[src/rtl/vector_sequencer.sv]
// vector_sequencer: clocked stimulus controller for one combinational block.
// Vectors {inputs, expected} live in an internal RAM and are applied one at a
// time. After a fixed settle time the block's response is compared with the
// expected field, and the run stops at the first mismatch.
//
// Handshake: a start pulse is taken only while the FSM sits in IDLE. busy is
// high from the cycle after the accepted start up to, but not including, the
// one-cycle done pulse. RAM writes are taken on any cycle with wr_en high
// while busy is low.
module vector_sequencer #(
    parameter int IW     = 3,
    parameter int OW     = 1,
    parameter int DEPTH  = 8,
    parameter int SETTLE = 2,
    localparam int AW    = $clog2(DEPTH),
    localparam int VW    = IW + OW
) (
    input  logic          i_clk,
    input  logic          i_reset,
    input  logic          i_wr_en,
    input  logic [AW-1:0] i_wr_addr,
    input  logic [VW-1:0] i_wr_data,
    input  logic [AW:0]   i_num_vec,
    input  logic          i_start,
    output logic          o_busy,
    output logic          o_done,
    output logic          o_pass,
    output logic          o_fail,
    output logic [AW-1:0] o_fail_idx,
    output logic [OW-1:0] o_fail_got,
    output logic [OW-1:0] o_fail_exp,
    output logic [AW:0]   o_pass_cnt,
    output logic [IW-1:0] o_dut_in,
    input  logic [OW-1:0] i_dut_out,
    output logic [2:0]    o_state
);

    // The settle counter is at least one bit wide, even for SETTLE == 1.
    localparam int           SCW     = (SETTLE > 1) ? $clog2(SETTLE) : 1;
    localparam logic [SCW-1:0] SC_LAST = SCW'(SETTLE - 1);
    localparam logic [AW:0]  L_DEPTH = (AW + 1)'(DEPTH);

    typedef enum logic [2:0] {
        S_IDLE   = 3'd0,
        S_FETCH  = 3'd1,
        S_SETTLE = 3'd2,
        S_CHECK  = 3'd3,
        S_DONE   = 3'd4
    } state_t;

    state_t        r_state;
    state_t        w_next_state;

    logic [VW-1:0] r_mem [DEPTH];
    logic [VW-1:0] r_rd_data;
    logic [AW-1:0] w_rd_addr;

    logic [AW-1:0]  r_vn;
    logic [AW:0]    r_n;
    logic [SCW-1:0] r_scnt;
    logic [OW-1:0]  r_exp;
    logic [IW-1:0]  r_dut_in;
    logic           r_pass;
    logic           r_fail;
    logic [AW-1:0]  r_fail_idx;
    logic [OW-1:0]  r_fail_got;
    logic [OW-1:0]  r_fail_exp;
    logic [AW:0]    r_pass_cnt;

    logic [AW:0]    w_n_clamp;
    logic           w_mismatch;
    logic           w_last;
    logic           w_busy;
    logic           w_done;

    // Requested vector count, limited to the RAM depth.
    assign w_n_clamp  = (i_num_vec > L_DEPTH) ? L_DEPTH : i_num_vec;
    // Case inequality: an X or Z on the block output counts as a mismatch.
    assign w_mismatch = (i_dut_out !== r_exp);
    assign w_last     = ({1'b0, r_vn} == (r_n - (AW + 1)'(1)));

    // State register.
    always_ff @(posedge i_clk) begin
        if (i_reset) begin
            r_state <= S_IDLE;
        end else begin
            r_state <= w_next_state;
        end
    end

    // Next-state logic, status strobes and RAM read address.
    always_comb begin
        w_next_state = r_state;
        w_rd_addr    = r_vn;
        w_busy       = 1'b0;
        w_done       = 1'b0;
        case (r_state)
            S_IDLE: begin
                if (i_start) begin
                    if (w_n_clamp == '0) begin
                        w_next_state = S_DONE;
                    end else begin
                        w_next_state = S_FETCH;
                        w_rd_addr    = '0;
                    end
                end
            end
            S_FETCH: begin
                w_busy       = 1'b1;
                w_next_state = S_SETTLE;
            end
            S_SETTLE: begin
                w_busy = 1'b1;
                if (r_scnt == SC_LAST) begin
                    w_next_state = S_CHECK;
                end
            end
            S_CHECK: begin
                w_busy = 1'b1;
                if (w_mismatch || w_last) begin
                    w_next_state = S_DONE;
                end else begin
                    w_next_state = S_FETCH;
                    w_rd_addr    = r_vn + AW'(1);
                end
            end
            S_DONE: begin
                w_done       = 1'b1;
                w_next_state = S_IDLE;
            end
            default: begin
                w_next_state = S_IDLE;
            end
        endcase
    end

    // Vector RAM: synchronous write when idle, registered read.
    always_ff @(posedge i_clk) begin
        if (i_wr_en && !w_busy) begin
            r_mem[i_wr_addr] <= i_wr_data;
        end
        r_rd_data <= r_mem[w_rd_addr];
    end

    // Run datapath: vector index, stimulus, settle counter and result flags.
    always_ff @(posedge i_clk) begin
        if (i_reset) begin
            r_vn       <= '0;
            r_n        <= '0;
            r_scnt     <= '0;
            r_exp      <= '0;
            r_dut_in   <= '0;
            r_pass     <= 1'b0;
            r_fail     <= 1'b0;
            r_fail_idx <= '0;
            r_fail_got <= '0;
            r_fail_exp <= '0;
            r_pass_cnt <= '0;
        end else begin
            case (r_state)
                S_IDLE: begin
                    if (i_start) begin
                        r_pass     <= (w_n_clamp == '0);
                        r_fail     <= 1'b0;
                        r_pass_cnt <= '0;
                        r_vn       <= '0;
                        r_n        <= w_n_clamp;
                    end
                end
                S_FETCH: begin
                    r_dut_in <= r_rd_data[VW-1:OW];
                    r_exp    <= r_rd_data[OW-1:0];
                    r_scnt   <= '0;
                end
                S_SETTLE: begin
                    r_scnt <= r_scnt + SCW'(1);
                end
                S_CHECK: begin
                    if (w_mismatch) begin
                        r_fail     <= 1'b1;
                        r_fail_idx <= r_vn;
                        r_fail_got <= i_dut_out;
                        r_fail_exp <= r_exp;
                    end else begin
                        r_pass_cnt <= r_pass_cnt + (AW + 1)'(1);
                        if (w_last) begin
                            r_pass <= 1'b1;
                        end else begin
                            r_vn <= r_vn + AW'(1);
                        end
                    end
                end
                default: begin
                end
            endcase
        end
    end

    assign o_busy     = w_busy;
    assign o_done     = w_done;
    assign o_pass     = r_pass;
    assign o_fail     = r_fail;
    assign o_fail_idx = r_fail_idx;
    assign o_fail_got = r_fail_got;
    assign o_fail_exp = r_fail_exp;
    assign o_pass_cnt = r_pass_cnt;
    assign o_dut_in   = r_dut_in;
    assign o_state    = r_state;

endmodule

[config.mk]
export PLATFORM = sky130hd
export DESIGN_NAME = vector_sequencer
export DESIGN_NICKNAME = d
export VERILOG_FILES = /design/src/rtl/vector_sequencer.sv
export SDC_FILE = /design/constraint.sdc
export NUM_CORES = 1
export LEC_CHECK = 0
export BUFFER_PORTS_ARGS = -buffer_cell sky130_fd_sc_hd__buf_2
export CAP_MARGIN = 5
export CORE_ASPECT_RATIO = 1.1
export CORE_MARGIN = 4
export CORE_UTILIZATION = 46
export CTS_BUF_LIST = sky130_fd_sc_hd__clkbuf_4 sky130_fd_sc_hd__clkbuf_8 sky130_fd_sc_hd__clkbuf_16
export DETAILED_ROUTE_END_ITERATION = 10
export PLACE_DENSITY = 0.73
export SYNTH_ARGS = -nofsm -noshare
export SYNTH_HDL_FRONTEND = slang
export SYNTH_SLANG_ARGS = --single-unit
[constraint.sdc]
create_clock -name i_clk -period 2.5 [get_ports i_clk]
set_clock_uncertainty 0.1 [all_clocks]
set_input_delay 0.125 -clock i_clk [delete_from_list [all_inputs] [get_ports i_clk]]
set_output_delay 0.125 -clock i_clk [all_outputs]
set_load 0.05 [all_outputs]
* Word level (Yosys, flattened, before mapping) *
Memories as Yosys holds them, arrays and structs flattened. A register that Yosys moved wholly into a read port is not among the register bits.
Cells that the tools add are included.
Widths: inputs -> output; s select.

cells by class
  reduce and logical (&&, ||, !) cells = 15
  $lt $le $gt $ge = 1
  mux-type cells = 29
  equality and inequality tests = 12
  $add $sub $neg = 4

operator list
  cell                 number
  $mux 3               10
  $mux 4               3
  $ne 2x2->1 const B   6
  $pmux 3 s2           2
  $pmux 3 s4           1
  $mux 1               9
  $pmux 4 s2           1
  $reduce_and 4->1     2
  $eq 3x2->1 const B   2
  $pmux 1 s2           3
  $reduce_and 2->1     3
  $reduce_and 3->1     2
  $add 4x1->4 const B  1
  $eq 3x4->1           1
  $gt 4x4->1 const B   1
  $logic_not 4->1      1
  $reduce_bool 2->1    2
  $sub 4x1->4 const B  1
  $add 3x1->3 const B  1
  $eq 3x1->1 const B   1
  $eq 3x3->1 const B   1
  $logic_not 3->1      1
  $reduce_or 3->1      1
  $add 1x1->1 const B  1
  4 further kinds      4

storage, ports and cells
  register bits after elaboration = 26
  RAM bits = 32
  input port bits = 16
  output and inout bits = 19
  memories = 1

memory list
  memory  depth  bits a word  rd ports  clocked after memory_dff  write ports  RTL line  text
  r_mem   8      4            1         1                         1            54        logic [VW-1:0] r_mem [DEPTH];

* Logic depth before layout (Yosys ltp) *
Gate-level depths: netlist of run 1.

  depth after elaboration = 7
  gate-level depth with buffers = 10

* Least setup slack after synthesis of run 1 *
No wires, ideal clock.

  path type = register to register
  start = reg r_state[2], in the netlist o_state[2]
  end = mem r_mem[0][0] (netlist name) (enable)
  buffers on the path = 1
  path slack = -0.107 ns
  data arrival time = 2.146 ns
  cell stages (with the launch flop) = 5
  required time = 2.039 ns
  cell sequence = dfxtp_1 > clkbuf_1 > nor2_1 > or3b_2 > nor3_1

on the way
  longest elaborated chain between the ends = 7

ends and longest elaborated chain
  item                                      RTL line  text
  start: declaration                        51        state_t r_state;
  start signal: assignment                  87        r_state <= w_next_state;
  $eq 3x2->1 or $eq 3x1->1 (tied branches)  97        case (r_state)
  $reduce_or 3->1 (no line) (*)             -
  $mux 1 (*)                                97
  via o_busy                                25        output logic o_busy,
  $logic_not 1->1 (*)                       139       if (i_wr_en && !w_busy) begin
  $logic_and 1x1->1 (*)                     139
  $mux 1 (*)                                139
  $mux 1 (implied by the code) (*)          140       r_mem[i_wr_addr] <= i_wr_data;
  end: declaration                          54

Mark *: on every way through the listed nets, which the timed path passes. The rest lies on a longest branch.

* Worst setup path in the final report of run 1 *
  start = in i_num_vec[1]
  end = reg r_rd_data[3] (read register of r_mem)

on the way
  longest elaborated chain between the ends = 6

ends and longest elaborated chain
  item                 RTL line  text
  start: declaration   23        input logic [AW:0] i_num_vec,
  $gt 4x4->1           77        assign w_n_clamp = (i_num_vec > L_DEPTH) ? L_DEPTH : i_num_vec;
  $mux 4 (*)           77
  $logic_not 4->1 (*)  100       if (w_n_clamp == '0) begin
  $mux 3 (*)           100
  $mux 3 (*)           99        if (i_start) begin
  $pmux 3 s2 (*)       97
  end: declaration     55        logic [VW-1:0] r_rd_data;

Every way passes the cells marked *; elsewhere a longest branch is shown, timed or not.
A chain may end at the register's enable or synchronous reset.

==> impl_metrics.ini, run 1 <==
[route]
ant_nets = 0
finalWirelength_mm = 6.194
firstDrtPassIters = 4
drt_iter0_drc = 76
vias = 2110
drc_errors = 0
viasPerCell = 5.302
route.detailed.wl_per_inst_um = 15.56

[layout]
final_util_pct = 61.45
drive_gt1_share_pct = 33.02
stdcell_area_mm2 = 0.003590
fillCellCount = 483
multi_input_area_mm2 = 0.001269
syn_to_final_growth_pct = 28.48
final_cells = 398
final_nets = 335
regArea_mm2 = 0.001567
n_antenna_cell = 0

[worst_setup_path]
cp.arrival_ns = 2.68
cp_slowest_stage_delay_ns = 0.60
startpoint_type = primary input
critPathCaptureType = register
crit_buf_inv = 3
critPathKind = primary input to register
crit_family = simple AND/OR/NAND/NOR gates
cp_max_fo = 8
path_cells = dlygate4sd3_1, buf_2, or4_1, and2_2, o21ai_4, o22ai_4, buf_12, mux2i_2, a22o_1, a211oi_2
crit_slowest_cell = or4_1
critPathRequiredTime_ns = 2.67

[timing]
setup_viol = 2
worst_pin_slew_ns = 0.7156
period_share_pct = 100.6
maxSlewViolCount = 0
period_minus_slack_ns = 2.514
hold_violations = 0
rsz0062_at_grt = yes
max_freq_mhz = 397.8
max_slew_margin_pct = 52.19
setup_slack_ns = -0.01414

[clock_network]
cts.htree.levels = 3
cts_tree = yes
cts.sinks = 62
root_buffer = clkbuf_8
cts_made_buffers = 9
clk_pin_slew_ns = 0.07
clkLatencyLatePin_ns = 0.34
cts_buffer_depth = 2

[die]
design.core.area_mm2 = 0.005842
die_y_um = 89.74
initial_core_util_pct = 47.83
die_area_mm2 = 0.007386
rows = 29
die_x_um = 82.31
ioPinCount = 35

[synthesis]
netlist_area_mm2 = 0.002794
synth_nets = 266
async_reset_ff_share_pct = 0
seq_area_frac_synth_pct = 55.89
synthXorXnorAreaFrac_pct = 2.508
synth_cell_types = 43
syn_inst = 247
yosys.area_share.simple_pct = 15.32
synth_mux_area_share_pct = 9.001
synth_fa_ha_area_share_pct = 1.343
ys_warn_count = 0
synth_ff_type = edfxtp_1
syn_avg_cell_area_um2 = 11.31
synth_compound_area_share_pct = 13.35
synth.ff_latch_count = 62
synth_top_family_by_area = simple AND/OR/NAND/NOR gates
synth_edf_count = 32

[placed_design]
dp_cells = 368
place_congestion = 0.9147
place_area_mm2 = 0.003171
place_ws_ns = -0.07993
io_buffer_count = 34
dp_hpwl_mm = 4.136

[global_route]
grt_pass1_vias = 2103
grt.total_usage_pct = 17.70
grt_pass1_wl_mm = 9.742
antenna_found_initial = 0
grt_max_degree = 26
gr-total-overflow = 0

[run]
maxCapViolCount = 0

[hold_path]
hp-class = primary input to register

[pwr]
vdd_drop_max_uv = 464.7
p_per_area_mw_per_mm2 = 671.0
power_w = 0.002409
p_leak_nw = 1.444

[run_status]
violations = negative setup slack
status = finished with violations
cell usage in the layout (no fill, tap or decap), drive strengths merged, types with 9 or more instances in the layout:
| cell | count |
|---|---|
| a211oi | 10 |
| a21oi | 19 |
| buf | 57 |
| clkbuf | 9 |
| dfxtp | 30 |
| dlygate4sd3 | 9 |
| edfxtp | 32 |
| mux2i | 24 |
| nand2 | 18 |
| nor2 | 35 |
synthesized netlist by cell type, types with 6 or more instances:
library cell	n	area share, %
a21oi_1	19	3.4
xor2_1	6	1.9
edfxtp_1	32	34
dfxtp_1	30	21
nor3_1	7	1.3
nand2_1	18	2.4
mux2i_1	24	8.6
clkbuf_1	6	0.81
nor2_1	35	4.7
a211oi_1	9	2.4
cells by family after synthesis:
| family | after synthesis |
|---|---|
| simple gates | 85 |
| flops | 62 |
| compound gates | 51 |
| mux | 25 |
| buf+inv | 13 |
| xor+xnor | 8 |
| fa+ha+maj | 3 |
timing repair:
action / CTS / global route
hold buffers: 9 / 0
setup endpoints to repair: 4 / 4
gates cloned: 1 / 0
pin swaps: 2 / 1
setup buffers: 5 / 0
resized for setup: 14 / 9
endpoints found under the hold margin: 37 / 0
flip-flops by register name, summed over array words and instances (netlist names), 3 cells and up:
signal / count
o_dut_in: 3
o_fail_idx: 3
o_pass_cnt: 4
o_state: 3
r_mem: 32
r_n: 4
r_rd_data: 4
r_vn: 3
worst reg2reg max path, stage by stage, from the launching register on:
cell	delay (ns)
dfxtp_2	0.36
inv_2	0.05
ha_4	0.16
xor2_2	0.14
or4_4	0.46
a211oi_4	0.28
o22ai_4	0.14
buf_12	0.17
mux2i_2	0.15
a22o_1	0.23
a211oi_2	0.18
layout make-up:
cell class,count,share of cell area (%)
well taps,77,2.684
clock inverters,7,1.394
repair buffers,66,12.97
clock buffers,9,3.451
multi-input cells,172,35.34
flip-flops and latches,62,43.64
inverters,5,0.5228
final timing paths:
kind	from	to	slack (ns)	cells after the start
max	i_num_vec[1]	r_rd_data[3]$_DFF_P_	-0.01	10
min	i_wr_addr[2]	r_mem[0][1]$_DFFE_PP_	0.08	2
max reg2reg	r_n[0]$_SDFFE_PP0P_	r_rd_data[3]$_DFF_P_	0	10
min reg2reg	r_rd_data[0]$_DFF_P_	r_exp$_SDFFE_PP0P_	0.37	2
report_power, final:
part           leakage (nW)  total [W]  switching [W]  internal [W]
Combinational         0.826   0.000495       0.000299      0.000196
Clock                0.0816   0.000771       0.000412      0.000359
Sequential            0.536    0.00114      0.0000251       0.00112
Total                  1.44    0.00241       0.000735       0.00167
through the flow:
step,hold slack (ns),TNS [ns]
finish,0.07704,-0.01660
floorplan,0.1211,-0.007699
global placement,0.2953,-0.06634
detailed placement,0.3099,-0.2076
global route,0.07591,-0.3463
CTS,0.04256,-0.05917
per-layer routing:
layer / wire length, um / vias up / global-route usage (%)
met1: 2579 / 1012 / 19.68
met5: 0 / - / 0
met3: 263 / 10 / 5.000
met4: 112 / 0 / 8.172
met2: 3239 / 43 / 30.28
li1: - / 1045 / -
(Power assumes the default switching activity.)
==> run 2: changes to the inputs <==
--- a/config.mk
+++ b/config.mk
@@ -13,6 +13,7 @@
 export CTS_BUF_LIST = sky130_fd_sc_hd__clkbuf_4 sky130_fd_sc_hd__clkbuf_8 sky130_fd_sc_hd__clkbuf_16
 export DETAILED_ROUTE_END_ITERATION = 10
 export PLACE_DENSITY = 0.73
+export SETUP_SLACK_MARGIN = 0.5
 export SYNTH_ARGS = -nofsm -noshare
 export SYNTH_HDL_FRONTEND = slang
 export SYNTH_SLANG_ARGS = --single-unit
==> run 2 against run 1 <==
The run still ends with negative setup slack left. Routed wire length up 0.21%. Final cell count down 0.25%. Register-to-register slack about the same. Clock-buffer cell count unchanged. Sequential share of layout area down 0.66 points. Sequential power about the same. Global-route usage down 0.78 points. Clock power up 14%. Via count about the same. Critical path type is now register to register. Largest cell class unchanged.
==> impl_metrics.ini, run 2 (synthesized netlist as in run 1, its figures left out) <==
[run_status]
status = finished with violations
violations = negative setup slack

[pwr]
p_per_area_mw_per_mm2 = 689.8
p_int_w = 0.001778
pwr-share-clk_pct = 34.8
vdd_drop_max_uv = 649.9
power_frac_seq_pct = 45.4
pwr-share-comb_pct = 19.9
power_switching_w = 0.0007465
p_leak_nw = 1.461
power_w = 0.002524
p_sw_share_pct = 29.57

[worst_setup_path]
cp.arrival_ns = 2.63
critPathRequiredTime_ns = 2.62
critPathKind = register to register
startpoint_type = register
cp_max_fo = 7
critPathCaptureType = register

[global_route]
grt_max_degree = 26
antenna_found_initial = 0
grt.total_usage_pct = 16.92
grt_pass1_vias = 2009
gr-total-overflow = 0
grt_pass1_wl_mm = 9.508

[timing]
setup_viol = 1
period_share_pct = 100.3
hold_violations = 0
period_minus_slack_ns = 2.508
setup_slack_ns = -0.008040
max_slew_margin_pct = 53.72
max_freq_mhz = 398.7
worst_pin_slew_ns = 0.6927
maxSlewViolCount = 0
rsz0062_at_grt = yes
setup-tns-final_ns = -0.008040

[clock_network]
cts_buffer_depth = 2
cts.sinks = 62
clk_pin_slew_ns = 0.07
cts.htree.levels = 3
cts_tree = yes
root_buffer = clkbuf_8
clkLatencyLatePin_ns = 0.35
cts_made_buffers = 9

[die]
die_x_um = 82.31
initial_core_util_pct = 47.83
die_y_um = 89.74
rows = 29
design.core.area_mm2 = 0.005842
ioPinCount = 35
die_area_mm2 = 0.007386

[route]
route.detailed.wl_per_inst_um = 15.63
drc_errors = 0
viasPerCell = 5.320
vias = 2112
finalWirelength_mm = 6.207
drt_iter0_drc = 103
ant_nets = 0
firstDrtPassIters = 4

[layout]
largest_reg_flops = 32
regMostFlops = r_mem
layout_commonest_cell = buf_2
syn_to_final_growth_pct = 30.99
final_cell_mix = buf_2 (34), edfxtp_1 (32), nor2_1 (30), dfxtp_1 (25), mux2i_1 (20)
final_nets = 334
drive_gt1_share_pct = 35.00
final_cells = 397
n_antenna_cell = 0

[placed_design]
dp_hpwl_mm = 4.277
dp_cells = 365
place_congestion = 0.8994
io_buffer_count = 34

[hold_path]
hp-class = primary input to register

[run]
maxCapViolCount = 0
run 2: cell types whose count changed in the layout (fill, tap and decap cells not counted), sizes merged:
cell / before / now
clkinv: 3 / 6
clkbuf: 9 / 10
bufinv: 0 / 1
buf: 57 / 54
dlygate4sd3: 9 / 10
inv: 6 / 5
clkinvlp: 3 / 0
run 2: final cells by class:
cell class              count  area (um^2)
fillers                   450         2182
flip-flops and latches     62         1573
multi-input cells         172         1301
repair buffers             65        469.2
clock buffers               9        123.9
well taps                  77        96.34
clock inverters             7        75.07
inverters                   5        21.27
run 2: worst paths after layout:
path,start,cells after the start,end,slack (ns)
worst min-delay path,i_num_vec[3],3,r_n[0]$_SDFFE_PP0P_,0.02
worst max register to register,r_n[0]$_SDFFE_PP0P_,10,r_rd_data[1]$_DFF_P_,-0.008
worst min register to register,r_n[2]$_SDFFE_PP0P_,2,r_n[2]$_SDFFE_PP0P_,0.38
worst max-delay path,r_n[0]$_SDFFE_PP0P_,10,r_rd_data[1]$_DFF_P_,-0.008
run 2: power by group through the flow:
| stage | Clock, W | Combinational (W) | Sequential, W |
|---|---|---|---|
| final | 0.000877 | 0.000501 | 0.00115 |
| after global routing | 0.000929 | 0.000541 | 0.00115 |
| after global placement | 0 | 0.000443 | 0.00117 |
| after CTS | 0.000890 | 0.000474 | 0.00114 |
| after detailed placement | 0 | 0.000450 | 0.00117 |
| after floorplan | 0 | 0.000270 | 0.00123 |
run 2: repair_timing:
item                                    4_1_cts  5_1_grt
endpoints found under the setup margin        8       14
pin swaps                                     1        8
setup buffers                                 3        2
gates cloned                                  0        1
endpoints found under the hold margin        37        0
hold buffers                                 10        0
gates resized for setup                       8       15
run 2: per-stage QoR:
step / cell area [um^2] / worst slack [ns] / util, % / hold slack (ns)
after global placement: 3204 / 0.04009 / 54.85 / 0.2990
after detailed placement: 3204 / -0.02301 / 54.85 / 0.2951
after global routing: 3660 / -0.08623 / 62.65 / 0.03176
final: 3660 / -0.008040 / 62.65 / 0.01811
after floorplan: 2875 / 0.03341 / - / 0.1211
after CTS: 3566 / -0.02027 / 61.04 / 0.01165
run 2: worst max-delay path, stage by stage, from the launching register on:
cell and delay (ns):
dfxtp_4 0.38, inv_4 0.04, ha_4 0.15, xor2_2 0.14
or4_4 0.47, a21o_4 0.25, o22ai_4 0.21, clkbuf_16 0.20
mux2i_1 0.22, a22o_1 0.17, a211oi_2 0.03
run 2: routing by layer:
metal / wire length (um) / up-vias / GRT usage [%]
met5: 0 / - / 0
met4: 145 / 0 / 9.141
met3: 261 / 13 / 4.100
met2: 3105 / 62 / 26.80
met1: 2694 / 988 / 20.70
li1: - / 1049 / -
==> run 3: changes to the inputs <==
--- a/config.mk
+++ b/config.mk
@@ -9,10 +9,10 @@
 export CAP_MARGIN = 5
 export CORE_ASPECT_RATIO = 1.1
 export CORE_MARGIN = 4
-export CORE_UTILIZATION = 46
+export CORE_UTILIZATION = 51
 export CTS_BUF_LIST = sky130_fd_sc_hd__clkbuf_4 sky130_fd_sc_hd__clkbuf_8 sky130_fd_sc_hd__clkbuf_16
 export DETAILED_ROUTE_END_ITERATION = 10
-export PLACE_DENSITY = 0.73
+export PLACE_DENSITY = 0.79
 export SETUP_SLACK_MARGIN = 0.5
 export SYNTH_ARGS = -nofsm -noshare
 export SYNTH_HDL_FRONTEND = slang
==> run 3 against run 2 <==
The flow now finishes without violations. Combinational power increased by 2%. Clock power increased by 7.5%. Via count increased by 0.57%. Global-route usage increased by 2.7 points. Largest power group unchanged. Highest routed layer unchanged.
==> impl_metrics.ini, run 3 (synthesized netlist as in run 1, its figures left out) <==
[run_status]
status = finished clean

[run]
maxCapViolCount = 0

[global_route]
antenna_found_initial = 0
grt_max_degree = 26
grt.total_usage_pct = 19.58
grt_pass1_vias = 2123
gr-total-overflow = 0
grt_pass1_wl_mm = 10.04

[worst_setup_path]
r2r-start = r_n[0]$_SDFFE_PP0P_
reg2reg_to = r_rd_data[0]$_DFF_P_
cp_slowest_stage_delay_ns = 0.47
critPathKind = register to register
critPathRequiredTime_ns = 2.62
startpoint_type = register
cp_max_fo = 11
crit_slowest_cell = or4_4
r2r.worst_path.cells = 10
path_cells = inv_2, ha_4, xor2_2, or4_4, a21o_4, o22ai_4, buf_12, buf_4, mux2i_1, a211oi_2
cp.arrival_ns = 2.62
regToRegSetupSlack_ns = 0.00003
crit_buf_inv = 3
crit_family = compound AO/OA/AOI/OAI gates
critPathCaptureType = register

[pwr]
power_w = 0.002599
vdd_drop_max_uv = 625.3
p_per_area_mw_per_mm2 = 701.3
p_leak_nw = 1.514

[die]
rows = 28
initial_core_util_pct = 52.12
die_y_um = 85.63
die_x_um = 78.57
die_area_mm2 = 0.006728
ioPinCount = 35
design.core.area_mm2 = 0.005360

[layout]
n_antenna_cell = 0
final_nets = 339
final_cells = 400
largest_reg_flops = 32
regMostFlops = r_mem
syn_to_final_growth_pct = 32.65
fillCellCount = 378
layout_commonest_cell = buf_2
drive_gt1_share_pct = 36.92
final_cell_mix = buf_2 (34), edfxtp_1 (32), nor2_1 (29), dfxtp_1 (25), mux2i_1 (24)
regArea_mm2 = 0.001570
final_util_pct = 69.14
multi_input_area_mm2 = 0.001305

[placed_design]
io_buffer_count = 34
dp_cells = 368
place_ws_ns = -0.02643
dp_hpwl_mm = 4.321
place_congestion = 0.9162

[route]
finalWirelength_mm = 6.237
route.detailed.wl_per_inst_um = 15.59
vias = 2124
ant_nets = 0
viasPerCell = 5.310
firstDrtPassIters = 4
drt_iter0_drc = 179
drc_errors = 0

[clock_network]
cts_tree = yes
cts_buffer_depth = 2
root_buffer = clkbuf_8
cts.htree.levels = 3
clkLatencyLatePin_ns = 0.33
cts.sinks = 62
cts_made_buffers = 9
clk_pin_slew_ns = 0.07

[hold_path]
hold_path_end = r_n[1]$_SDFFE_PP0P_
whs_path_depth = 3
hp-class = primary input to register
hold_start = i_num_vec[3]

[timing]
hold_violations = 0
max_freq_mhz = 400.0
setup_viol = 0
period_share_pct = 100.0
max_slew_margin_pct = 52.42
setup_slack_ns = 0.00002820
rsz0062_at_grt = yes
period_minus_slack_ns = 2.500
worst_pin_slew_ns = 0.7121
maxSlewViolCount = 0
-- run 3: cell type report --
| cell class | instances | share of cell area, % |
|---|---|---|
| repair buffers | 70 | 13.64 |
| inverters | 5 | 0.5064 |
| clock inverters | 7 | 2.397 |
| multi-input cells | 172 | 35.21 |
| well taps | 75 | 2.532 |
| flip-flops and latches | 62 | 42.37 |
| clock buffers | 9 | 3.342 |
-- run 3: routing by layer --
metal / part of all wire, % / global-route usage, % / vias up
met5: 0 / 0 / -
met4: 1.4 / 10.02 / 0
met3: 4.7 / 4.307 / 7
met2: 52 / 33.59 / 64
met1: 42 / 22.98 / 1003
li1: - / - / 1050
-- run 3: report_power, final --
group | internal [W] | total, W | switching, W
Combinational | 0.000201 | 0.000513 | 0.000312
Sequential | 0.00112 | 0.00114 | 0.0000254
Clock | 0.000555 | 0.000943 | 0.000388
-- run 3: per-stage QoR --
step           instance area [um^2]  setup TNS, ns  hold slack [ns]
6_report                       3706              0          0.01090
5_1_grt                        3706        -0.2173          0.01120
4_1_cts                        3606              0        0.0008819
3_5_place_dp                   3239       -0.08730           0.2983
3_3_place_gp                   3239              0           0.2901
2_1_floorplan                  2875              0           0.1211
-- run 3: worst register-to-register path: stages (launching register included) --
cell,delay [ns]
dfxtp_2,0.36
inv_2,0.05
ha_4,0.16
xor2_2,0.14
or4_4,0.47
a21o_4,0.25
o22ai_4,0.21
buf_12,0.18
buf_4,0.13
mux2i_1,0.24
a211oi_2,0.10
-- run 3: worst max path at each step --
| stage | depth (start not counted) | endpoint | start | slack (ns) |
|---|---|---|---|---|
| after floorplan | 10 | r_rd_data[0]$_DFF_P_ | r_n[0]$_SDFFE_PP0P_ | 0.03 |
| after global placement | 10 | r_rd_data[2]$_DFF_P_ | r_n[1]$_SDFFE_PP0P_ | 0.05 |
| after detailed placement | 11 | r_rd_data[0]$_DFF_P_ | r_n[1]$_SDFFE_PP0P_ | -0.03 |
| after CTS | 10 | r_rd_data[2]$_DFF_P_ | r_n[0]$_SDFFE_PP0P_ | 0.01 |
| after global routing | 11 | r_rd_data[2]$_DFF_P_ | r_n[0]$_SDFFE_PP0P_ | -0.07 |
| final | 10 | r_rd_data[0]$_DFF_P_ | r_n[0]$_SDFFE_PP0P_ | 0.00003 |
-- run 3: timing repair --
item	4_1_cts	5_1_grt
setup buffers	3	4
cloned	0	0
setup endpoints to repair	8	10
resized for setup	11	17
pin swaps	7	6
endpoints found under the hold margin	27	0
hold buffers	9	0
